`src/rtl/q1_path_sequencer.sv`:
```
// Drives q1's 2-bit input to walk it along the shortest legal path to a requested state.
// Optional `STATE_CHECK_EN: compare q1's observed state to the shadow model and resync on mismatch.
module q1_path_sequencer #(
  parameter int TIMEOUT = 5
) (
  input  logic       clk,
  input  logic       reset,
  input  logic       req_valid,
  input  logic [2:0] req_target,
  output logic       req_ready,
  output logic [1:0] fsm_in,
  input  logic [2:0] fsm_state,
  output logic       done,
  output logic [1:0] hops,
  output logic       err
);

  localparam logic [2:0] ST_A = 3'd0;
  localparam logic [2:0] ST_B = 3'd1;
  localparam logic [2:0] ST_C = 3'd2;
  localparam logic [2:0] ST_D = 3'd3;
  localparam logic [2:0] ST_E = 3'd4;
  localparam logic [2:0] TIMEOUT_C = 3'(TIMEOUT);

  typedef enum logic [1:0] {IDLE, RUN, DONE} ctrl_t;

  ctrl_t      r_ctrl, w_ctrl_next;
  logic [2:0] r_shadow, w_shadow_next;
  logic [2:0] r_tgt, w_tgt_next;
  logic [2:0] r_cnt, w_cnt_next;
  logic [1:0] r_hops, w_hops_next;
  logic       r_err, w_err_next;
  logic [1:0] w_fsm_in;
  logic [2:0] w_pred;
  logic       w_mismatch;

  // Codes not listed for a state leave q1 where it is.
  function automatic logic [2:0] f_next(input logic [2:0] s, input logic [1:0] c);
    f_next = s;
    case (s)
      ST_A: if (c == 2'b01) f_next = ST_B; else if (c == 2'b10) f_next = ST_D;
      ST_B: if (c == 2'b00) f_next = ST_A;
      ST_C: if (c == 2'b11) f_next = ST_B; else if (c == 2'b01) f_next = ST_E;
      ST_D: if (c == 2'b00) f_next = ST_C;
      ST_E: if (c == 2'b11) f_next = ST_D;
      default: f_next = s;
    endcase
  endfunction

  function automatic logic [1:0] f_hold(input logic [2:0] s);
    f_hold = (s == ST_A) ? 2'b11 : 2'b00;
  endfunction

  function automatic logic [1:0] f_hop(input logic [2:0] s, input logic [2:0] t);
    f_hop = 2'b00;
    case (s)
      ST_A:    f_hop = (t == ST_B) ? 2'b01 : 2'b10;
      ST_C:    f_hop = (t == ST_A || t == ST_B) ? 2'b11 : 2'b01;
      ST_E:    f_hop = 2'b11;
      default: f_hop = 2'b00;
    endcase
  endfunction

`ifdef STATE_CHECK_EN
  assign w_mismatch = (fsm_state != r_shadow);
`else
  logic w_unused_state;
  assign w_unused_state = ^fsm_state;
  assign w_mismatch     = 1'b0;
`endif

  // Hop only while short of the target; a resync can land the shadow on it mid-RUN.
  assign w_fsm_in = (r_ctrl == RUN && r_shadow != r_tgt) ? f_hop(r_shadow, r_tgt)
                                                          : f_hold(r_shadow);
  assign w_pred   = f_next(r_shadow, w_fsm_in);

  always_comb begin
    w_ctrl_next   = r_ctrl;
    w_shadow_next = w_mismatch ? fsm_state : w_pred;
    w_tgt_next    = r_tgt;
    w_cnt_next    = r_cnt;
    w_hops_next   = r_hops;
    w_err_next    = w_mismatch;
    case (r_ctrl)
      IDLE: begin
        if (req_valid) begin
          if (req_target > ST_E) begin
            w_err_next = 1'b1;
          end else begin
            w_tgt_next = req_target;
            w_cnt_next = 3'd0;
            if (!w_mismatch && req_target == w_pred) begin
              w_ctrl_next = DONE;
              w_hops_next = 2'd0;
            end else begin
              w_ctrl_next = RUN;
            end
          end
        end
      end
      RUN: begin
        w_cnt_next = r_cnt + 3'd1;
        if (!w_mismatch && (w_pred == r_tgt || r_shadow == r_tgt)) begin
          w_ctrl_next = DONE;
          w_hops_next = w_cnt_next[1:0];
        end else if (w_cnt_next >= TIMEOUT_C) begin
          w_err_next  = 1'b1;
          w_ctrl_next = IDLE;
        end
      end
      DONE:    w_ctrl_next = IDLE;
      default: w_ctrl_next = IDLE;
    endcase
  end

  always_ff @(posedge clk or posedge reset) begin
    if (reset) begin
      r_ctrl   <= IDLE;
      r_shadow <= ST_A;
      r_tgt    <= ST_A;
      r_cnt    <= 3'd0;
      r_hops   <= 2'd0;
      r_err    <= 1'b0;
    end else begin
      r_ctrl   <= w_ctrl_next;
      r_shadow <= w_shadow_next;
      r_tgt    <= w_tgt_next;
      r_cnt    <= w_cnt_next;
      r_hops   <= w_hops_next;
      r_err    <= w_err_next;
    end
  end

  assign fsm_in    = w_fsm_in;
  assign req_ready = (r_ctrl == IDLE) && !reset;
  assign done      = (r_ctrl == DONE);
  assign hops      = r_hops;
  assign err       = r_err;

endmodule

```
`config.mk`:
```
export PLATFORM = sky130hd
export DESIGN_NAME = q1_path_sequencer
export DESIGN_NICKNAME = d
export VERILOG_FILES = /design/src/rtl/q1_path_sequencer.sv
export SDC_FILE = /design/constraint.sdc
export NUM_CORES = 1
export LEC_CHECK = 0
export ABC_AREA = 0
export CAP_MARGIN = 40
export CORE_UTILIZATION = 23
export CTS_CLUSTER_SIZE = 24
export DETAILED_ROUTE_END_ITERATION = 16
export PLACE_DENSITY_LB_ADDON = 0.15
export SLEW_MARGIN = 0
export SYNTH_ARGS = -nofsm -noshare
export SYNTH_HDL_FRONTEND = slang
export SYNTH_SLANG_ARGS = --single-unit
```
`constraint.sdc`:
```
create_clock -name clk -period 5.65 [get_ports clk]
set_input_delay 0.8475 -clock clk [delete_from_list [all_inputs] [get_ports clk]]
set_output_delay 0.8475 -clock clk [all_outputs]
set_load 0.05 [all_outputs]
```
==> Yosys cells after proc, flatten, opt, wreduce, memory -nomap -nowiden <==
Cells that the tools add are included.
{ "word_totals": {"word_cells": 75, "output_inout_bits": 7, "input_bits": 9, "ff_bits": 14} }
{ "op_classes": {"n_reduce_logical": 14, "n_bitwise": 1, "eq_ne": 19, "mux": 32, "addsub": 1, "n_lt_le_gt_ge": 2} }
{ "op_table": {"columns": ["op", "n"], "rows": [
  ["3-bit 2-to-1 mux", 9],
  ["2-bit 2-to-1 mux", 13],
  ["3-bit case mux with 5 select lines", 1],
  ["3-bit equality test", 3],
  ["3-bit AND reduction", 3],
  ["2-bit case mux with 2 select lines", 2],
  ["2-bit equality test (second input constant)", 3],
  ["3-bit by 1-bit equality test with 1-bit output (second input constant)", 2],
  ["3-bit by 2-bit equality test with 1-bit output (second input constant)", 2],
  ["3-bit logical NOT", 2],
  ["2-bit inequality test (second input constant)", 3],
  ["2-bit case mux with 3 select lines", 1],
  ["3-bit case mux with 2 select lines", 1],
  ["5-bit AND reduction", 1],
  ["2-bit by 1-bit equality test with 1-bit output (second input constant)", 2],
  ["2-bit logical NOT", 2],
  ["1-bit 2-to-1 mux", 4],
  ["3-bit by 1-bit adder with 3-bit output (second input constant)", 1],
  ["3-bit equality test (second input constant)", 1],
  ["3-bit >= comparator (second input constant)", 1],
  ["3-bit greater-than comparator (second input constant)", 1],
  ["3-bit by 1-bit inequality test with 1-bit output (second input constant)", 1],
  ["3-bit inequality test", 1],
  ["1-bit logical AND", 2],
  ["6 further kinds", 7]
]} }

==> Logic depth before layout (Yosys ltp) <==
Gate-level depths: netlist (run 1).
{ "depth": {"word_depth": 14, "depth_mapped": 8, "depth_no_buf": 7} }

==> Worst setup path after synthesis (run 1) <==
No wires, ideal clock.
{ "synth_path": {"path_type": "flip-flop to output port", "startpoint": "register r_ctrl[0]", "endpoint": "output fsm_in[0]", "stages_incl_launch_ff": 7, "t_arrival_ps": 1984, "setup_slack_ps": 2819, "n_path_buf": 1, "required_ps": 4803, "path_cell_list": "dfrtp_1 clkbuf_1 nor2b_1 nand3_1 a21oi_1 nand2_1 a21oi_1"} }
{ "synth_via": {"elab_chain_cells": 3} }
{ "synth_lines": {"columns": ["element", "line_no", "rtl"], "rows": [
  ["from (decl)", "27", "ctrl_t r_ctrl, w_ctrl_next;"],
  ["from (signal assigned)", "125", "r_ctrl <= w_ctrl_next;"],
  ["2-bit by 1-bit equality test with 1-bit output", "73", "assign w_fsm_in = (r_ctrl == RUN && r_shadow != r_tgt) ? f_hop(r_shadow, r_tgt)"],
  ["1-bit logical AND", "73", null],
  ["2-bit 2-to-1 mux", "73", null],
  ["to (decl)", "11", "output logic [1:0] fsm_in,"]
]} }
No other way between the ends.

==> Final worst setup path (run 1) <==
{ "layout_path": {"startpoint": "register r_tgt[1]", "endpoint": "output fsm_in[0]"} }
{ "layout_via": {"elab_chain_cells": 4, "word_cells_on_any_way": 6, "classes_between": "2 x eq/ne; 3 x mux; 1 x reduce/logical"} }
{ "layout_lines": {"columns": ["element", "line_no", "rtl"], "rows": [
  ["from (decl)", "29", "logic [2:0] r_tgt, w_tgt_next;"],
  ["from (signal assigned)", "127", "r_tgt <= w_tgt_next;"],
  ["3-bit by 1-bit equality test with 1-bit output", "57", "ST_A: f_hop = (t == ST_B) ? 2'b01 : 2'b10;"],
  ["2-bit 2-to-1 mux", "57", null],
  ["2-bit case mux with 3 select lines", "56", "case (s)"],
  ["2-bit 2-to-1 mux (*)", "73", null]
]} }
Mark *: on every way between the ends. The rest lies on a longest branch, timed or not.

==> impl_metrics.toml, run 1 <==
[outcome]
status = "complete, no violations"

[logic_synthesis]
synth-async-reset-ratio_pct = 100
yosysWarnings = 0
netlist_area_sq_um = 1010
synth_edf_count = 0
netlist.top_cell.by_area = "dfrtp_1"
synth_area_leaders = "dfrtp_1 35%, xnor2_1 4.3%, nand2_1 3.7%"
synth_nets = 119
yosysSeqAreaShare_pct = 34.6
synth_top_area_share_pct = 34.6
synthCells = 108
ys_ff_latch = 14
ys.flop_type = "dfrtp_1"
ys_types = 43
syn_avg_cell_area_sq_um = 9.37

[sta]
fin_skew_ns = 0.00178
tns_ns = 0
fin_crit_ns = 3.52
setup_viol = 0
maxSlewHeadroom_pct = 62.1
period_share_pct = 62.3
whs_ns = 0.507
hold_viol_final = 0
tightest_slew_ns = 0.567
fmax_mhz = 284
rsz0062_at_grt = "no"
slew_violations = 0

[critical_path]
arrival_ns = 2.67
cp_max_fo = 13
cp-end-kind = "output port"
path_class = "reg -> out"
critPathLaunchType = "flop"
required_ns = 4.80

[cells_and_area]
final_nets = 131
antenna-diode-count = 0
final_design_area_no_fill_sq_um = 1220
drive_gt1_share_pct = 14.3
stdcell_count = 169
syn2layout_area_growth_pct = 20.9

[power]
p_comb_share_pct = 61.0
p_per_area_nw_per_um2 = 698
cellLeakagePower_nw = 0.497
power_w = 0.000854
vdd_ir_drop_max_uv = 205
intPower_w = 0.000432
pwr-share-seq_pct = 27.4
switching_share_pct = 49.4
switchingPower_w = 0.000422
pwr-share-clk_pct = 11.7

[run]
drv_cap = 0

[global_routing]
grt_pass1_wl_mm = 3.99
grt-ovfl-total = 0
grt_pass1_vias = 835
grt_usage_pct = 11.7
antenna_found_initial = 0
grt_max_degree = 15

[routing]
wl_per_cell_um = 13.0
detail-route-antenna-nets = 0
vias = 819
drc_errors = 0
vias_per_cell = 4.85
drt_wl_total_mm = 2.20
drt-initial-drc-count = 20
dr.pass1.iters = 4

[die]
die_h_um = 68.3
die_x_um = 68.3
fp.dieArea_sq_um = 4670
io-pin-count = 16
std_cell_rows = 23
core_sq_um = 4120
start_util_pct = 24.6

[hold_path]
timing.hold.worst.class = "reg -> reg"

[placed_design]
place_hpwl_mm = 1.68
gp_congestion = 0.759
dpl_cell_area_sq_um = 1170
post-place-cells = 165
io_buffers = 12

[clocking]
post_cts_buffers = 0
cts_tree = "yes"
clk_latency_ns = 0.25
htree_levels = 1
root_buffer = "clkbuf_8"
cts.path.max_buffers = 2
cts_hold_buf = 0
cts.sinks = 14
numCtsBuffers = 3
path_clk_slew_ns = 0.06
cts_resized = 0
## state kept, by name, indices dropped and copies added (netlist names)
register	count
r_ctrl	2
hops	2
r_shadow	3
err	1
r_cnt	3
r_tgt	3
## synthesized netlist by cell type, drive strengths merged (2+ instances only)
cell type and number:
dfrtp 14, nand2 10, nor2 9, inv 8, xnor2 7, a21oi 6, o21ai 6, clkbuf 4
mux2 3, mux2i 3, nand3 3, nor3 3, o22ai 3, o31ai 3, a2111oi 2, a21o 2
and3 2, ha 2, nor2b 2
## metrics by stage
stage	util [%]	worst slack [ns]
2_1_floorplan	-	2.82
3_3_place_gp	28.4	2.41
3_5_place_dp	28.4	2.40
4_1_cts	29.7	2.12
5_1_grt	29.7	1.88
6_report	29.7	2.13
## layer usage
metal / part of all wire, % / routed length, um / global-route usage [%] / up-vias
met4: 2.2 / 48 / 7.03 / 0
met2: 44 / 960 / 16.7 / 15
met3: 3.0 / 65 / 1.83 / 4
met1: 51 / 1130 / 16.3 / 377
met5: 0 / 0 / 0 / -
li1: - / - / - / 423
## cells by family (layout without fill, tap and decap cells)
| family | count (synthesis) | in the layout | synth area share (%) |
|---|---|---|---|
| compound gates | 34 | 34 | 27.1 |
| simple gates | 32 | 32 | 15.3 |
| flops | 14 | 14 | 34.6 |
| buf+inv | 13 | 24 | 5.56 |
| xor+xnor | 7 | 7 | 8.65 |
| mux | 6 | 6 | 6.30 |
| fa+ha+maj | 2 | 2 | 2.47 |
## cell usage in the layout (no fill, tap or decap), types with 2 or more instances in the layout
cell type and n:
dfrtp_1 14, clkdlybuf4s50_1 12, nand2_1 10, nor2_1 9, inv_1 7, a21oi_1 6, o21ai_0 5, xnor2_1 5
clkbuf_8 4, mux2i_1 3, mux2_2 3, nor3_1 3, nand3_1 2, o31ai_1 2, a2111oi_0 2, nor2b_1 2
a21o_1 2, o22ai_1 2, ha_1 2
## critical path, cell delays in order (launching register included)
cell and delay, ns:
dfrtp_1 0.53, xnor2_1 0.34, nand3_2 0.20, nand2_1 0.21
nor3_1 0.07, nand2_1 0.09, nand2_1 0.05, a21oi_1 0.12
clkdlybuf4s50_1 0.82
## path summary, 6_finish.rpt
path / start / end / slack, ns / depth (start not counted)
setup / recovery: r_tgt[1] / fsm_in[0] / 2.13 / 8
hold / removal: hops[0] / hops[0] / 0.51 / 1
max in group asynchronous: reset / r_shadow[1] / 4.30 / 2
min in group asynchronous: reset / r_ctrl[1] / 0.98 / 2
setup reg to reg: r_ctrl[0] / hops[1] / 3.23 / 7
hold reg to reg: hops[0] / hops[0] / 0.51 / 1
## cell type report
cell class,count,area [sq um]
fill,447,2890
multi-input combinational,81,606
sequential,14,350
timing repair buffer,12,120
tap,50,62.6
clock buffer,4,55.1
inverter,8,30.0
## power by group through the flow
stage | Combinational, W | Sequential [W] | Clock [W]
6_report | 0.000521 | 0.000234 | 0.0000999
5_1_grt | 0.000578 | 0.000247 | 0.000108
4_1_cts | 0.000527 | 0.000233 | 0.000102
3_5_place_dp | 0.000524 | 0.000236 | 0
3_3_place_gp | 0.000524 | 0.000237 | 0
2_1_floorplan | 0.000436 | 0.000214 | 0
(Power assumes the default switching activity.)
==> run 2, diff against run 1 <==
==> constraint.sdc (replaced) <==
create_clock -name clk -period 3.2 [get_ports clk]
set_input_delay 0.48 -clock clk [delete_from_list [all_inputs] [get_ports clk]]
set_output_delay 0.48 -clock clk [all_outputs]
set_load 0.05 [all_outputs]
==> run 2 against run 1 <==
Net effect: count of clock-buffer cells in the layout unchanged; critical path depth shrank 2; register-to-register slack lost 2.4 ns; highest routed layer unchanged.
==> impl_metrics.toml, run 2 (synthesized netlist as in run 1, its figures left out) <==
[outcome]
status = "complete, no violations"

[power]
p_comb_share_pct = 66.6
cellLeakagePower_nw = 0.518
pwr-share-clk_pct = 11.1
pwr-share-seq_pct = 22.3
switchingPower_w = 0.000752
switching_share_pct = 48.7
p_per_area_nw_per_um2 = 1230
intPower_w = 0.000793
vdd_ir_drop_max_uv = 335

[sta]
period_share_pct = 95.0
fin_crit_ns = 3.04
fmax_mhz = 329
hold_viol_final = 0
maxSlewHeadroom_pct = 61.5
slew_violations = 0
tns_ns = 0
fin_skew_ns = 0.000409
rsz0062_at_grt = "no"
setup_viol = 0
tightest_slew_ns = 0.577

[clocking]
cts_hold_buf = 0
post_cts_buffers = 0
numCtsBuffers = 3
clk_latency_ns = 0.24
cts_tree = "yes"
root_buffer = "clkbuf_8"
path_clk_slew_ns = 0.06
cts_resized = 0
cts.sinks = 14
cts.path.max_buffers = 2
htree_levels = 1

[die]
start_util_pct = 24.6
core_sq_um = 4120
die_x_um = 68.3
io-pin-count = 16
std_cell_rows = 23
die_h_um = 68.3
fp.dieArea_sq_um = 4670

[global_routing]
grt-ovfl-total = 0
grt_pass1_vias = 794
grt_max_degree = 15
antenna_found_initial = 0
grt_pass1_wl_mm = 3.91
grt_usage_pct = 11.3

[critical_path]
critPathLaunchType = "flop"
arrival_ns = 2.56
cp_max_fo = 8
cp-end-kind = "output port"
required_ns = 2.72
startpoint = "r_tgt[2]"
path_class = "reg -> out"
r2r-start = "r_ctrl[0]"

[routing]
drt_wl_total_mm = 2.26
drt-initial-drc-count = 39
detail-route-antenna-nets = 0
dr.pass1.iters = 4
vias_per_cell = 4.79
wl_per_cell_um = 13.1
drc_errors = 0
vias = 828

[cells_and_area]
multiInputGateArea_sq_um = 606
seq_area_sq_um = 350
antenna-diode-count = 0
nFillCells = 437
layout_common_cells = "14 x dfrtp_1, 11 x clkdlybuf4s50_1, 10 x nand2_1"
final_design_area_no_fill_sq_um = 1250
drive_gt1_share_pct = 17.9
final_nets = 135
reg_top3 = "r_cnt: 3 flops, r_shadow: 3 flops, r_tgt: 3 flops"
final_common_cell = "dfrtp_1"
syn2layout_area_growth_pct = 23.6

[placed_design]
dpl_cell_area_sq_um = 1200
gp_congestion = 0.768
place_hpwl_mm = 1.73
io_buffers = 12

[run]
drv_cap = 0

[hold_path]
worstHoldStart = "hops[1]"
timing.hold.worst.class = "reg -> reg"
[run 2: changes by cell type in the layout (fill, tap and decap cells not counted)]
cell	previous run	this run
buf_4	0	5
clkdlybuf4s50_1	12	11
[run 2: per-layer routing]
metal / GRT usage (%) / routed length [um] / vias to the layer above
li1: - / - / 432
met1: 16.7 / 1200 / 380
met2: 15.6 / 975 / 14
met3: 2.00 / 59 / 2
met4: 5.47 / 26 / 0
met5: 0 / 0 / -
[run 2: worst paths after layout]
check | endpoint | slack (ns) | cells past startpoint
setup / recovery | fsm_in[1] | 0.16 | 6
hold reg to reg | hops[1] | 0.50 | 1
setup reg to reg | hops[0] | 0.88 | 8
hold / removal | hops[1] | 0.50 | 1
min in group asynchronous | hops[0] | 0.62 | 2
max in group asynchronous | r_ctrl[0] | 2.21 | 2
[run 2: power by group through the flow]
stage               Combinational, W  Clock [W]  Sequential, W
floorplan                   0.000769          0       0.000377
global route                 0.00114   0.000188       0.000355
detailed placement           0.00103          0       0.000349
finish                       0.00103   0.000172       0.000344
global placement             0.00103          0       0.000346
CTS                          0.00104   0.000180       0.000345
[run 2: final cells by class]
type / instances / area share (%)
Tap cell: 50 / 5.00
Timing Repair Buffer: 16 / 11.8
Sequential cell: 14 / 28.0
Multi-Input combinational cell: 81 / 48.4
Clock buffer: 4 / 4.40
Inverter: 8 / 2.40
[run 2: stage by stage]
stage | cells | total power [W] | hold slack, ns | worst slack, ns | util [%]
finish | 173 | 0.00154 | 0.501 | 0.160 | 30.4
global route | 173 | 0.00168 | 0.527 | 0.0137 | 30.4
CTS | 173 | 0.00156 | 0.509 | 0.136 | 30.4
detailed placement | 169 | 0.00138 | 0.495 | 0.439 | 29.1
global placement | 169 | 0.00138 | 0.493 | 0.438 | 29.1
floorplan | 108 | 0.00115 | 0.369 | 0.736 | -
[run 2: critical path, stage by stage (launching register included)]
cell             delay, ns
dfrtp_1               0.52
xnor2_4               0.23
nand3_2               0.16
nand2_1               0.15
o31ai_1               0.24
o311a_1               0.21
clkdlybuf4s50_1       0.80
